$ cat src/rtl/heartbeat_pulse_gen_if.sv
// RR-interval push channel into heartbeat_pulse_gen.
// Handshake: an entry transfers on a rising clock edge where rr_valid && rr_ready
// are both high. rr_ready depends only on registered queue state, never on
// rr_valid. If rr_valid is high while rr_ready is low, the entry is dropped and
// the master does not have to hold it.
interface heartbeat_pulse_gen_if;
  logic [11:0] rr_in;
  logic        rr_valid;
  logic        rr_ready;

  modport master (output rr_in, output rr_valid, input rr_ready);
  modport slave  (input rr_in, input rr_valid, output rr_ready);
endinterface

$ cat src/rtl/heartbeat_pulse_gen.sv
// heartbeat_pulse_gen: synthetic heartbeat source.
// RR intervals (ms) are queued in a small FIFO. Each interval is replayed as a
// pulse train on the 1 kHz clock: the pulse is high for PULSE_W ticks, and
// successive rising edges are exactly one interval apart. When the queue runs
// dry the last interval repeats. Dropping enable lets the current period finish
// before the generator returns to idle.
// Optional build macro HB_JITTER_EN adds LFSR-driven jitter of -8..+7 ms to
// every interval popped from the queue.
module heartbeat_pulse_gen #(
  parameter int PULSE_W    = 20,
  parameter int FIFO_DEPTH = 4
) (
  input  logic                         clk_div,
  input  logic                         rst_n,
  input  logic                         enable,
  heartbeat_pulse_gen_if.slave         rr_bus,
  output logic                         pulse_out,
  output logic                         beat_start,
  output logic                         busy,
  output logic [$clog2(FIFO_DEPTH):0]  fifo_count,
  output logic [0:0]                   dbg_state
);

  localparam int              AW         = $clog2(FIFO_DEPTH);
  localparam logic [AW:0]     FULL_CNT   = (AW+1)'(FIFO_DEPTH);
  localparam logic [11:0]     RR_MIN     = 12'(PULSE_W + 1);
  localparam logic [11:0]     HIGH_TICKS = 12'(PULSE_W);

  localparam logic [0:0] ST_IDLE = 1'b0;
  localparam logic [0:0] ST_RUN  = 1'b1;

  // Queue storage and state
  logic [11:0]   r_mem [FIFO_DEPTH];
  logic [AW-1:0] r_wr_ptr;
  logic [AW-1:0] r_rd_ptr;
  logic [AW:0]   r_count;

  // Generator state
  logic [0:0]    r_state;
  logic [11:0]   r_cnt;
  logic [11:0]   r_cur_rr;
  logic          r_pulse;
  logic          r_beat;

  logic          w_full;
  logic          w_empty;
  logic          w_push;
  logic          w_pop;
  logic          w_period_end;
  logic [11:0]   w_head;
  logic [11:0]   w_load_rr;
  logic [11:0]   w_cnt_nx;

  assign w_full       = (r_count == FULL_CNT);
  assign w_empty      = (r_count == '0);
  assign w_push       = rr_bus.rr_valid && !w_full;
  assign w_head       = r_mem[r_rd_ptr];
  assign w_period_end = (r_state == ST_RUN) && (r_cnt == r_cur_rr - 12'd1);
  assign w_cnt_nx     = r_cnt + 12'd1;

  // Pop when starting from idle, or at the end of a period while still enabled.
  always_comb begin
    w_pop = 1'b0;
    if (enable && !w_empty) begin
      if (r_state == ST_IDLE) begin
        w_pop = 1'b1;
      end else if (w_period_end) begin
        w_pop = 1'b1;
      end
    end
  end

`ifdef HB_JITTER_EN
  logic [15:0] r_lfsr;
  logic        w_lfsr_fb;
  logic [13:0] w_sum;

  // Fibonacci taps 16,14,13,11 (bit indices 15,13,12,10).
  assign w_lfsr_fb = r_lfsr[15] ^ r_lfsr[13] ^ r_lfsr[12] ^ r_lfsr[10];
  // Low nibble taken as a signed offset; 14 bits hold -8..4102 without overflow.
  assign w_sum     = {2'b00, w_head} + {{10{r_lfsr[3]}}, r_lfsr[3:0]};

  // Advance the LFSR once for every interval taken from the queue.
  always_ff @(posedge clk_div or negedge rst_n) begin
    if (!rst_n) begin
      r_lfsr <= 16'hACE1;
    end else if (w_pop) begin
      r_lfsr <= {r_lfsr[14:0], w_lfsr_fb};
    end
  end

  // Clamp the jittered interval to [PULSE_W+1, 4095].
  always_comb begin
    w_load_rr = w_sum[11:0];
    if (w_sum[13]) begin
      w_load_rr = RR_MIN;
    end else if (w_sum[12]) begin
      w_load_rr = 12'hFFF;
    end else if (w_sum[11:0] < RR_MIN) begin
      w_load_rr = RR_MIN;
    end
  end
`else
  // Intervals shorter than the pulse plus one low tick are stretched.
  assign w_load_rr = (w_head < RR_MIN) ? RR_MIN : w_head;
`endif

  // Queue data write; contents need no reset because the count gates reads.
  always_ff @(posedge clk_div) begin
    if (w_push) begin
      r_mem[r_wr_ptr] <= rr_bus.rr_in;
    end
  end

  // Queue pointers and occupancy; push and pop together leave the count alone.
  always_ff @(posedge clk_div or negedge rst_n) begin
    if (!rst_n) begin
      r_wr_ptr <= '0;
      r_rd_ptr <= '0;
      r_count  <= '0;
    end else begin
      if (w_push) r_wr_ptr <= r_wr_ptr + 1'b1;
      if (w_pop)  r_rd_ptr <= r_rd_ptr + 1'b1;
      case ({w_push, w_pop})
        2'b10:   r_count <= r_count + 1'b1;
        2'b01:   r_count <= r_count - 1'b1;
        default: r_count <= r_count;
      endcase
    end
  end

  // Beat generator: period counter, registered pulse and beat strobe.
  always_ff @(posedge clk_div or negedge rst_n) begin
    if (!rst_n) begin
      r_state  <= ST_IDLE;
      r_cnt    <= '0;
      r_cur_rr <= '0;
      r_pulse  <= 1'b0;
      r_beat   <= 1'b0;
    end else begin
      case (r_state)
        ST_IDLE: begin
          r_pulse <= 1'b0;
          r_beat  <= 1'b0;
          if (enable && !w_empty) begin
            r_state  <= ST_RUN;
            r_cur_rr <= w_load_rr;
            r_cnt    <= '0;
            r_pulse  <= 1'b1;
            r_beat   <= 1'b1;
          end
        end
        ST_RUN: begin
          r_beat <= 1'b0;
          if (w_period_end) begin
            r_cnt <= '0;
            if (enable) begin
              // Pulse is always low at period end, so this is a true rising edge.
              r_pulse <= 1'b1;
              r_beat  <= 1'b1;
              if (!w_empty) begin
                r_cur_rr <= w_load_rr;
              end
            end else begin
              r_state <= ST_IDLE;
              r_pulse <= 1'b0;
            end
          end else begin
            r_cnt   <= w_cnt_nx;
            r_pulse <= (w_cnt_nx < HIGH_TICKS);
          end
        end
        default: begin
          r_state <= ST_IDLE;
          r_pulse <= 1'b0;
          r_beat  <= 1'b0;
        end
      endcase
    end
  end

  assign rr_bus.rr_ready = !w_full;
  assign pulse_out       = r_pulse;
  assign beat_start      = r_beat;
  assign busy            = (r_state == ST_RUN);
  assign fifo_count      = r_count;
  assign dbg_state       = r_state;

endmodule

$ cat src/flat_wrapper.sv
// flat-port wrapper written by rule: the top's interface ports become plain ports
module heartbeat_pulse_gen_flat 
#(
  parameter int PULSE_W    = 20,
  parameter int FIFO_DEPTH = 4
)
  (clk_div, rst_n, enable, pulse_out, beat_start, busy, fifo_count, dbg_state, rr_bus_rr_in, rr_bus_rr_valid, rr_bus_rr_ready);
  heartbeat_pulse_gen_if rr_bus_i ();
  input  logic clk_div;
  input  logic rst_n;
  input  logic enable;
  output logic pulse_out;
  output logic beat_start;
  output logic busy;
  output logic [$clog2(FIFO_DEPTH):0] fifo_count;
  output logic [0:0] dbg_state;
  input wire logic [$bits(rr_bus_i.rr_in)-1:0] rr_bus_rr_in;
  input wire logic [$bits(rr_bus_i.rr_valid)-1:0] rr_bus_rr_valid;
  output wire logic [$bits(rr_bus_i.rr_ready)-1:0] rr_bus_rr_ready;
  assign rr_bus_i.rr_in = rr_bus_rr_in;
  assign rr_bus_i.rr_valid = rr_bus_rr_valid;
  assign rr_bus_rr_ready = rr_bus_i.rr_ready;
  heartbeat_pulse_gen #(.PULSE_W(PULSE_W), .FIFO_DEPTH(FIFO_DEPTH)) u_core (.clk_div(clk_div), .rst_n(rst_n), .enable(enable), .rr_bus(rr_bus_i), .pulse_out(pulse_out), .beat_start(beat_start), .busy(busy), .fifo_count(fifo_count), .dbg_state(dbg_state));
endmodule
$ cat config.mk
export PLATFORM = sky130hd
export DESIGN_NAME = heartbeat_pulse_gen_flat
export DESIGN_NICKNAME = d
export VERILOG_FILES = /design/src/rtl/heartbeat_pulse_gen_if.sv /design/src/rtl/heartbeat_pulse_gen.sv /design/src/flat_wrapper.sv
export SDC_FILE = /design/constraint.sdc
export NUM_CORES = 1
export LEC_CHECK = 0
export CAP_MARGIN = 20
export CORE_ASPECT_RATIO = 0.6
export CORE_MARGIN = 2
export CORE_UTILIZATION = 30
export CTS_CLUSTER_SIZE = 16
export DETAILED_ROUTE_END_ITERATION = 10
export PLACE_DENSITY_LB_ADDON = 0.05
export SLEW_MARGIN = 5
export SYNTH_ARGS = -nofsm -noshare
export SYNTH_HDL_FRONTEND = slang
export SYNTH_SLANG_ARGS = --single-unit
$ cat constraint.sdc
create_clock -name clk_div -period 4 [get_ports clk_div]
set_input_delay 0.8 -clock clk_div [delete_from_list [all_inputs] [get_ports clk_div]]
set_output_delay 0.8 -clock clk_div [all_outputs]
set_load 0.1 [all_outputs]
# After elaboration in Yosys (flattened, before gate mapping)
# Memories as Yosys holds them, arrays and structs flattened.
# Index checks and enable logic that the tools add are counted.
[op_classes]
add_sub_neg = 6
mul = 0
div = 0
order_cmp = 2
n_eq_ne = 8
shift = 0
muxes = 23
bitwise_logic = 1
reduce_logical = 8
[ops]
columns = ["op", "count"]
rows = [
  ["$mux 12", 7],
  ["$pmux 12 s2", 2],
  ["$lt 12x5->1 const B", 2],
  ["$add 12x1->12 const B", 1],
  ["$eq 12x12->1", 1],
  ["$sub 12x1->12 const B", 1],
  ["$mux 1", 10],
  ["$ne 2x2->1 const B", 3],
  ["$pmux 1 s2", 3],
  ["$pmux 3 s2", 1],
  ["$add 2x1->2 const B", 2],
  ["$reduce_and 4->1", 1],
  ["$add 3x1->3 const B", 1],
  ["$eq 3x3->1 const B", 1],
  ["$logic_and 1x1->1", 3],
  ["$logic_not 3->1", 1],
  ["$sub 3x1->3 const B", 1],
  ["$eq 2x1->1 const B", 1],
  ["$eq 2x2->1 const B", 1],
  ["$logic_not 1->1", 2],
  ["$ne 2x1->1 const B", 1],
  ["$reduce_bool 2->1", 1],
  ["$not 1->1", 1],
]
[word_totals]
reg_bits = 34
latch_bits = 0
ramBits = 48
mem_bits_ro = 0
input_bits = 16
out_inout_bits = 8
elab_cells = 57
n_memories = 1
[mem_list]
columns = ["memory", "words", "width", "rd", "rd_ports_with_merged_regs", "wr", "line", "source"]
rows = [
  ["u_core.r_mem", 4, 12, 1, 0, 1, "heartbeat_pulse_gen.sv:33", "logic [11:0] r_mem [FIFO_DEPTH];"],
]

# Depth between registers and ports, before layout
[logic_depth]
ltp_word = 8
mapped_depth = 15
mapped_depth_nobuf = 14

# Worst setup path before layout
# Ideal clock, no wire load.
[synth_timing]
kind = "register to register"
start = "reg u_core.r_cur_rr[0]"
end = "reg u_core.r_count[1] (netlist: u_core.fifo_count[1])"
setup_time_ns = 0.126
arrival_time_ns = 3.449
t_required_ns = 3.874
path_slack_ns = 0.425
path_stages_with_launch = 14
n_path_buf = 1
synth_period_minus_slack_ns = 3.575
cell_sequence = "dfrtp_1 -> inv_1 -> ha_1 -> nor3b_1 -> nand3_1 -> xnor2_1 -> or4_1 -> o41ai_4 -> nand2_2 -> buf_6 -> inv_1 -> ha_1 -> fa_1 -> mux2_2"
[synth_via]
elab_chain_len = 8
word_cells_on_any_way = 10
cone_classes = "add/sub: 1; eq/ne: 3; mux: 4; reduce/logical: 2"
[synth_lines]
columns = ["item", "line", "source"]
rows = [
  ["start: declaration", "heartbeat_pulse_gen.sv:41", "logic [11:0] r_cur_rr;"],
  ["start signal: assignment", "heartbeat_pulse_gen.sv:147", "r_cur_rr <= w_load_rr;"],
  ["start signal: assignment", "heartbeat_pulse_gen.sv:162", "r_cur_rr <= w_load_rr;"],
  ["$sub 12x1->12 *", "heartbeat_pulse_gen.sv:58", "assign w_period_end = (r_state == ST_RUN) && (r_cnt == r_cur_rr - 12'd1);"],
  ["$eq 12x12->1 *", "heartbeat_pulse_gen.sv:58", ""],
  ["$logic_and 1x1->1 *", "heartbeat_pulse_gen.sv:58", ""],
  ["$mux 1 *", "heartbeat_pulse_gen.sv:67", "end else if (w_period_end) begin"],
  ["$mux 1 *", "heartbeat_pulse_gen.sv:65", "if (r_state == ST_IDLE) begin"],
  ["$mux 1 *", "heartbeat_pulse_gen.sv:64", "if (enable && !w_empty) begin"],
  ["$eq 2x1->1 / $eq 2x2->1 (equally long branches)", "heartbeat_pulse_gen.sv:124", "case ({w_push, w_pop})"],
  ["$pmux 3 s2 / $reduce_bool 2->1 (equally long branches)", "--", ""],
  ["end signal: assignment", "heartbeat_pulse_gen.sv:125", "2'b10: r_count <= r_count + 1'b1;"],
  ["end signal: assignment", "heartbeat_pulse_gen.sv:126", "2'b01: r_count <= r_count - 1'b1;"],
  ["end signal: assignment", "heartbeat_pulse_gen.sv:127", "default: r_count <= r_count;"],
  ["end: declaration", "heartbeat_pulse_gen.sv:36", "logic [AW:0] r_count;"],
]
# Every way passes the cells marked *; elsewhere a longest branch is shown, timed or not.
# A chain may end at the register's enable or synchronous reset.

# Worst setup path in the final report
# Same ends and word-level chain as after synthesis.

==> summary.md <==
| Metric | Value |
|---|---|
| Clock sink total | `just over 80` |
| # Max-Cap Violations | `0` |
| Required time of the critical path | `roughly 4.2 ns` |
| Grt met2 use | `~17%` |
| Row cnt | `32` |
| Number of global-route vias before repair | `2,410` |
| Busiest metal layer after global routing | `met1` |
| Reg2Reg Capture Point | `u_core.fifo_count[1]` |
| Leading register cell type out of synthesis | `sky130_fd_sc_hd__edfxtp_1` |
| Antenna Cells | `0` |
| Global-route total usage across every layer | `13.1%` |
| Via density | `a little under 5` |
| Power density over the cells | `762 mW/mm²` |
| Outcome | `finished, final reports clean` |
| Fraction of layout cells with a size suffix above 1 | `15.0%` |
| Startpoint of the tightest hold check path | `u_core.fifo_count[2]` |
| Max stage delay on crit path | `0.58 ns` |
| Post-Route WL | `8.58 mm` |
| Sequential cell area fraction in the yosys report | `57.3%` |
| CTS H-tree depth | `3` |
| Count of vias placed by the detailed router | `2,465` |
| Synthesized Nets | `331` |
| Buffers & Inverters on Critical Path | `2` |
| Setup repair after global routing missed its margin | `no` |
| Reg2Reg Launch Point | `u_core.r_cur_rr[0]` |
| Peak supply drop | `approximately 480 µV` |
| Synthesis-to-finish area growth | `18.0%` |
| DP Worst Slack | `0.508 ns` |
| Number of enable flip-flop cells after synthesis | `48` |
| Final Instance Area | `0.00472 mm²` |
| Path type of the worst setup path | `flop to flop` |
| Max Clock Freq | `just under 0.3 GHz` |
| Final HPWL from detailed placement | `around 6.1 mm` |
| Yosys warning total | `0` |
| Type of the worst min-delay path | `flop to flop` |
| Global-route met3 utilization | `3.66%` |
| Final Max Tran Viols | `0` |
| Kind of start point of the critical path | `flop` |
| Minimum setup slack among reg-to-reg paths | `0.54 ns` |
| Total Power Consumption | `around 3.6 mW` |
| Slowest library cell on the worst path | `sky130_fd_sc_hd__or4_1` |
| Number of buffers added for setup after CTS | `0` |
| Number of hold buffers added after cts | `0` |
| Fin crit period | `3.46 ns` |
| Highest fanout seen on the critical path | `7` |
| Clock-pin transition on the worst setup and hold timing paths | `0.07 ns` |
| Slew at the pin closest to its max-slew limit | `slightly below 1 ns` |
| Initial drt markers | `approximately 120` |
| Detailed-route wire length per cell | `approximately 17 µm` |
| Cell area after technology mapping | `0.00400 mm²` |
| Total negative setup slack | `0 ns` |
| Clock Latency Late Sink | `between 0.3 and 0.4 ns` |
| Final setup viols | `0` |
| Count of final hold-check violations | `0` |
| Largest net degree at the start of global routing | `35` |
| GRT overflow | `0` |
| Count of cells along the worst register-to-register path | `12` |
| Syn Inst Count | `307` |
| Leakage | `between 1.5 and 2 nW` |
| CTS Buffer Depth | `2` |
| PortBufs | `23` |
| Worst path setup slack after routing | `roughly 0.54 ns` |
| Final Wtd Congestion | `0.769` |
| Synth async-reset ratio | `approximately two fifths` |
| Worst Hold End | `u_core.fifo_count[2]` |
| First-pass detailed-route iteration total | `4` |
| Full die area | `0.0143 mm²` |
| Cell at the root of the clock tree | `sky130_fd_sc_hd__clkbuf_16` |
| Dpl cell area | `0.00440 mm²` |
| Worst slew slack as a fraction of its limit | `34.8%` |
| DRC violations left | `0` |
| Number of distinct library cells after synthesis | `52` |
| Flop and latch count out of synthesis | `82` |
| Number of buffers created by CTS | `9` |
| Floorplan die width | `153 µm` |
| Final period util | `86.6%` |
| Global routing usage on met1 | `20.7%` |
| Mean cell area of the mapped netlist | `around 13 µm²` |
| Hold Path Depth | `1` |
| IO Pins | `24` |
| Number of antenna violations at the first check in global routing | `0` |
| Gates resized, CTS repair | `0` |
| Nets@finish | `353` |
| Largest delay contributor family on the critical path | `simple AND/OR/NAND/NOR gates` |
| Number of routed nets with antenna violations | `0` |
| Data arrival at the endpoint of the critical path | `3.69 ns` |
| Effective utilization at floorplan | `30.9%` |
| Worst Skew | `0.00634 ns` |
| Die Y | `93.5 µm` |
| Utilization of the core after routing | `36.5%` |
| Wire length of the first global-routing pass | `14.1 mm` |
| Chain of cells forming the critical path | `inv_1 > ha_1 > nor3b_1 > nand3_1 > xnor2_1 > or4_1 > o41ai_4 > nand2_2 > inv_1 > ha_1 > fa_1 > mux2_2` |
| Area of the core | `0.0129 mm²` |
| CTS tree | `yes` |
| CP Capture Type | `flop` |
per-layer routing:
metal	vias up	part of all wire, %
li1	1190	-
met1	1229	57
met2	39	39
met3	7	3.1
met4	0	0.90
met5	-	0
registers in the layout, summed over array words and instances, names as in the netlist:
register           cells
u_core.fifo_count      3
u_core.busy            1
u_core.pulse_out       1
u_core.r_cur_rr       12
u_core.r_cnt          12
u_core.r_wr_ptr        2
u_core.beat_start      1
u_core.r_mem          48
u_core.r_rd_ptr        2
layout make-up:
class,instances,area [µm²]
Multi-Input combinational cell,198,1590
Inverter,9,33.8
Clock inverter,7,95.1
Timing Repair Buffer,29,270
Sequential cell,82,2290
Fill cell,1240,8210
Tap cell,170,213
Clock buffer,9,225
power breakdown:
group          total, mW  internal, mW  switching [mW]
combinational       1.24         0.556           0.687
clock              0.889         0.505           0.384
sequential          1.47          1.15           0.320
total               3.60          2.21            1.39
layout by cell type, fill, tap and decap left out, drive strengths merged, types with 7 or more instances in the layout:
cell type	synthesis	layout
nor3	9	9
inv	9	14
nand3	11	11
ha	7	7
clkbuf	13	9
clkdlybuf4s50	0	22
a31oi	9	9
edfxtp	48	48
o21ai	12	12
nor2	14	14
dfrtp	34	34
mux2	9	9
buf	5	7
nand2	22	22
and3	8	8
xor2	10	10
xnor2	17	17
a21oi	8	8
mux4	12	12
how the worst max path moves through the flow:
stage                  startpoint                    to  slack (ns)  depth (start not counted)
2_1_floorplan  u_core.r_cur_rr[0]  u_core.fifo_count[1]        0.42                         13
4_1_cts        u_core.r_cur_rr[0]  u_core.fifo_count[1]        0.50                         12
3_3_place_gp   u_core.r_cur_rr[0]  u_core.fifo_count[1]        0.59                         12
5_1_grt        u_core.r_cur_rr[0]  u_core.fifo_count[1]        0.26                         12
6_report       u_core.r_cur_rr[0]  u_core.fifo_count[1]        0.54                         12
3_5_place_dp   u_core.r_cur_rr[0]  u_core.fifo_count[1]        0.51                         12
metrics by stage:
step,hold WS (ns),instances
after floorplan,0.501,307
after global placement,0.513,488
after detailed placement,0.520,488
after CTS,0.550,504
after global routing,0.571,504
final,0.538,504
cells in the mapped netlist (all sizes together) (2+ instances only):
cell type	instances	area, µm²
o311ai	3	26.3
xor2	10	87.6
a211o	2	17.5
nand2	22	85.1
clkbuf	13	48.8
and2	3	18.8
nand2b	2	12.5
and3	8	50.1
buf	5	32.5
edfxtp	48	1440
o21ai	12	60.1
nand3	11	55.1
nor3b	3	22.5
or4	2	18.8
ha	7	87.6
dfrtp	34	851
nand3b	2	15.0
nor3	9	45.0
nand4	3	18.8
nor4	4	40.0
inv	9	33.8
xnor2	17	149
a31oi	9	56.3
mux2i	5	50.1
a21o	3	22.5
o22ai	2	12.5
nor2	14	52.6
a21oi	8	40.0
mux2	9	116
or3	2	12.5
mux4	12	270
logic make-up after synthesis:
group,count (synthesis),synth area share [%]
xor gates and xnor gates,27,5.91
DFF,82,57.3
AOI/OAI and AO/OA,49,8.54
muxes,26,10.9
adders and majority gates,8,2.69
and+or+nand+nor,88,11.8
buffers and inverters,27,2.88
Power figures use the tool's default switching activity.
==> edit 1 (same flow settings) <==
`FIFO_DEPTH` is set to 4 in 2 places; all go to 8.
--- a/src/rtl/heartbeat_pulse_gen.sv
+++ b/src/rtl/heartbeat_pulse_gen.sv
@@ -10,3 +10,3 @@
   parameter int PULSE_W    = 20,
-  parameter int FIFO_DEPTH = 4
+  parameter int FIFO_DEPTH = 8
 ) (
--- a/src/flat_wrapper.sv
+++ b/src/flat_wrapper.sv
@@ -4,3 +4,3 @@
   parameter int PULSE_W    = 20,
-  parameter int FIFO_DEPTH = 4
+  parameter int FIFO_DEPTH = 8
 )
Interface: changed (resized fifo_count); port bits go from 24 to 25. The function was not compared with the original's and may differ.
==> edit 1 against the unedited design <==
Worst setup slack worse by 210 ps. Total power is 6.0% higher. Design area is 51% higher. Final cell count is 47% higher. Sequential cell count is 51 higher. Wire length is 62% higher. Area after synthesis is 50% higher. Core utilization is 0.53 points lower. Clock power is 65% higher. Critical endpoint is now u_core.fifo_count[3]$_DFFE_PN0P_. Via count is 43% higher. Critical path depth is 4 higher. Clock skew is 2.1 ps higher. Count of clock-buffer cells in the layout is 11 higher.
==> edit 1: results (changes against the unedited design) <==
[metrics] result of the run: complete, no violations (unchanged)
[metrics] number of input and output port buffers inserted: 24 (was 23)
[metrics] Worst Max-Slew Pin Slew: 969 ps (was 975 ps)
[metrics] Post-DP HPWL: 9.34 mm (was 6.06 mm)
[metrics] register-to-register path setup slack: 330 ps (was 540 ps)
[metrics] tightest hold margin: 514 ps (was 538 ps)
[metrics] distinct cell type count after synthesis: 55 (was 52)
[metrics] worst ir drop on vdd: 0.472 mV (was 0.484 mV)
[metrics] Synthesized Nets: 444 (was 331)
[metrics] xor and xnor fraction of the mapped netlist area: 3.94% (was 5.91%)
[metrics] number of global-route vias before repair: 3678 (was 2410)
[metrics] total routing resource utilization after global routing: 14.5% (was 13.1%)
[metrics] number of flops mapped to enable cells by yosys: 96 (was 48)
[metrics] fraction of final layout cells sized beyond drive strength 1: 15.4% (was 15.0%)
[metrics] portion of netlist area occupied by mux cells: 12.0% (was 10.9%)
[metrics] slowest stage delay, CP: 520 ps (was 580 ps)
[metrics] leading registers by flop count: u_core.r_mem (96), u_core.r_cnt (12), u_core.r_cur_rr (12) (was u_core.r_mem (48), u_core.r_cnt (12), u_core.r_cur_rr (12))
[metrics] leakage power of the design: 2.61 nW (was 1.80 nW)
[metrics] share of flip-flops with an asynchronous set or reset after synthesis: 27.8% (was 41.5%)
[metrics] synthesized-area fraction occupied by adder cells: 1.79% (was 2.69%)
[metrics] pin count of the biggest net entering global routing: 38 (was 35)
[metrics] CP top delay family: compound AO/OA/AOI/OAI gates (was simple AND/OR/NAND/NOR gates)
[metrics] register area share after synthesis: 63.4% (was 57.3%)
[metrics] deepest level of the CTS H-tree: 4 (was 3)
[metrics] top post-synthesis cells by area: sky130_fd_sc_hd__edfxtp_1 (48%), sky130_fd_sc_hd__dfrtp_1 (15%), sky130_fd_sc_hd__mux4_2 (6.4%), sky130_fd_sc_hd__mux2i_1 (2.8%), sky130_fd_sc_hd__xor2_1 (2.0%) (was sky130_fd_sc_hd__edfxtp_1 (36%), sky130_fd_sc_hd__dfrtp_1 (21%), sky130_fd_sc_hd__mux4_2 (6.8%), sky130_fd_sc_hd__xnor2_1 (3.7%), sky130_fd_sc_hd__ha_1 (2.2%))
[metrics] arrival time reported for the critical path endpoint: 3970 ps (was 3690 ps)
[metrics] total cell area at the placement stage: 6580 sq um (was 4400 sq um)
[edit 1: metrics by stage]
stage / instances / util [%] / total power [mW]
floorplan: 420 / - / 2.15
global placement: 708 / 33.2 / 2.38
detailed placement: 708 / 33.2 / 2.38
CTS: 740 / 36.0 / 3.87
global route: 740 / 36.0 / 4.00
finish: 740 / 36.0 / 3.82
[edit 1: logic make-up after synthesis]
family,after synthesis
DFF,133
and+or+nand+nor,107
AOI/OAI and AO/OA,62
muxes,49
buffers and inverters,34
xor gates and xnor gates,27
adders and majority gates,8
[edit 1: layer usage]
metal	up-vias	track usage, %	part of all wire, %
li1	1670	-	-
met1	1799	22.3	55
met2	53	19.1	40
met3	15	3.48	3.2
met4	0	6.19	1.4
met5	-	0	0
[edit 1: final cells by class]
cell class | instances | area (sq um)
fill | 1950 | 12700
timing repair buffer | 36 | 325
clock buffer | 20 | 437
clock inverter | 12 | 113
inverter | 13 | 48.8
tap | 273 | 342
multi-input combinational | 253 | 2060
sequential | 133 | 3810
[edit 1: power by group through the flow]
stage	combinational, mW	clock (mW)	sequential [mW]
after global placement	0.608	0	1.77
after floorplan	0.251	0	1.90
after global routing	0.657	1.57	1.77
after detailed placement	0.610	0	1.77
final	0.598	1.47	1.75
after CTS	0.613	1.51	1.75
==> edit 2 (config.mk and constraints unchanged) <==
Without the edit above. Put one more register stage on the output `dbg_state`, cleared by the reset. The value now appears one clock later. The other outputs are not delayed to match.
--- a/src/rtl/heartbeat_pulse_gen.sv
+++ b/src/rtl/heartbeat_pulse_gen.sv
@@ -186,3 +186,9 @@
   assign fifo_count      = r_count;
-  assign dbg_state       = r_state;
+  always_ff @(posedge clk_div or negedge rst_n) begin
+    if (!rst_n) begin
+      dbg_state <= '0;
+    end else begin
+      dbg_state <= r_state;
+    end
+  end
 
Function: changed (Yosys sat finds a counterexample within 4 cycles, from zero or initial values and one cycle with rst_n low).
==> edit 2 against the unedited design <==
Non-clock buffer count decreased by 1. Design area decreased by 0.56%. Die area increased by 0.42%. Total power decreased by 3.0%. Sequential cell count increased by 1. Worst setup slack improved by 30 ps. Area after synthesis increased by 0.44%. Core utilization decreased by 0.32 points. Wire length decreased by 0.79%. Largest cell class unchanged.
==> edit 2: results (changes against the unedited design) <==
[metrics] result of the run: complete, no violations (unchanged)
[metrics] final critical-path required period: 3430 ps (was 3460 ps)
[metrics] tightest hold margin: 531 ps (was 538 ps)
[metrics] leakage power of the design: 1.78 nW (was 1.80 nW)
[metrics] arrival time reported for the critical path endpoint: 3660 ps (was 3690 ps)
[metrics] fill cell total of the finished layout: 1251 (was 1240)
[metrics] distinct cell type count after synthesis: 51 (was 52)
[metrics] Met2 Wirelength: 3.25 mm (was 3.32 mm)
[metrics] M1 GR Usage: 20.4% (was 20.7%)
[metrics] pin count of the biggest net entering global routing: 36 (was 35)
[metrics] register area share after synthesis: 57.7% (was 57.3%)
[metrics] top post-synthesis cells by area: sky130_fd_sc_hd__edfxtp_1 (36%), sky130_fd_sc_hd__dfrtp_1 (22%), sky130_fd_sc_hd__mux4_2 (6.7%), sky130_fd_sc_hd__xnor2_1 (3.7%), sky130_fd_sc_hd__ha_1 (2.2%) (was sky130_fd_sc_hd__edfxtp_1 (36%), sky130_fd_sc_hd__dfrtp_1 (21%), sky130_fd_sc_hd__mux4_2 (6.8%), sky130_fd_sc_hd__xnor2_1 (3.7%), sky130_fd_sc_hd__ha_1 (2.2%))
[metrics] worst ir drop on vdd: 0.627 mV (was 0.484 mV)
[metrics] synthesized-area fraction occupied by ao, oa, aoi and oai cells: 8.50% (was 8.54%)
[metrics] portion of netlist area occupied by mux cells: 10.9% (about the same)
[metrics] ratio of routed vias to standard cells: 4.89 (about the same)
[metrics] DR WL met3: 394 um (was 269 um)
[metrics] worst setup slack after placement: 572 ps (was 508 ps)
[metrics] total cell area at the placement stage: 4420 sq um (was 4400 sq um)
[metrics] clk_skew: 5.91 ps (was 6.34 ps)
[metrics] GR met2 Demand/Resource: 17.4% (was 17.2%)
[metrics] wire length of the first global-routing pass: 14.3 mm (was 14.1 mm)
[metrics] gp weighted congestion: 0.754 (was 0.769)
[metrics] number of global-route vias before repair: 2533 (was 2410)
[metrics] Worst Max-Slew Pin Slew: 975 ps (about the same)
[metrics] share of flip-flops with an asynchronous set or reset after synthesis: 42.2% (was 41.5%)
[metrics] routed length per placed instance: 16.9 um (was 17.0 um)
[metrics] leading cell types by count after synthesis: sky130_fd_sc_hd__edfxtp_1 (48), sky130_fd_sc_hd__dfrtp_1 (35), sky130_fd_sc_hd__nand2_1 (21) (was sky130_fd_sc_hd__edfxtp_1 (48), sky130_fd_sc_hd__dfrtp_1 (34), sky130_fd_sc_hd__nand2_1 (21))
[metrics] met3 capacity usage during global routing: 3.83% (was 3.66%)
[metrics] number of DRC markers after the initial detailed-route iteration: 153 (was 116)
[metrics] synthesized-area fraction occupied by adder cells: 2.68% (was 2.69%)
## edit 2: critical path, cell delays in order, from the launching register on
cell and delay, ps:
sky130_fd_sc_hd__dfrtp_1 420, sky130_fd_sc_hd__inv_1 90, sky130_fd_sc_hd__ha_1 280, sky130_fd_sc_hd__nor3b_1 210
sky130_fd_sc_hd__nand3_1 120, sky130_fd_sc_hd__xnor2_1 160, sky130_fd_sc_hd__or4_1 590, sky130_fd_sc_hd__o41ai_4 400
sky130_fd_sc_hd__nand2_2 90, sky130_fd_sc_hd__inv_1 70, sky130_fd_sc_hd__ha_1 200, sky130_fd_sc_hd__fa_1 420
sky130_fd_sc_hd__mux2_2 260
## edit 2: area by class of cell
cell class	instances	share of cell area (%)
clock buffer	9	4.79
clock inverter	7	1.09
inverter	9	0.719
multi-input combinational	198	33.9
sequential	83	49.3
tap	170	4.53
timing repair buffer	28	5.59
## edit 2: power by group
group	total, mW	internal (mW)	switching, mW
clock	0.776	0.423	0.352
sequential	1.48	1.16	0.322
combinational	1.24	0.551	0.684
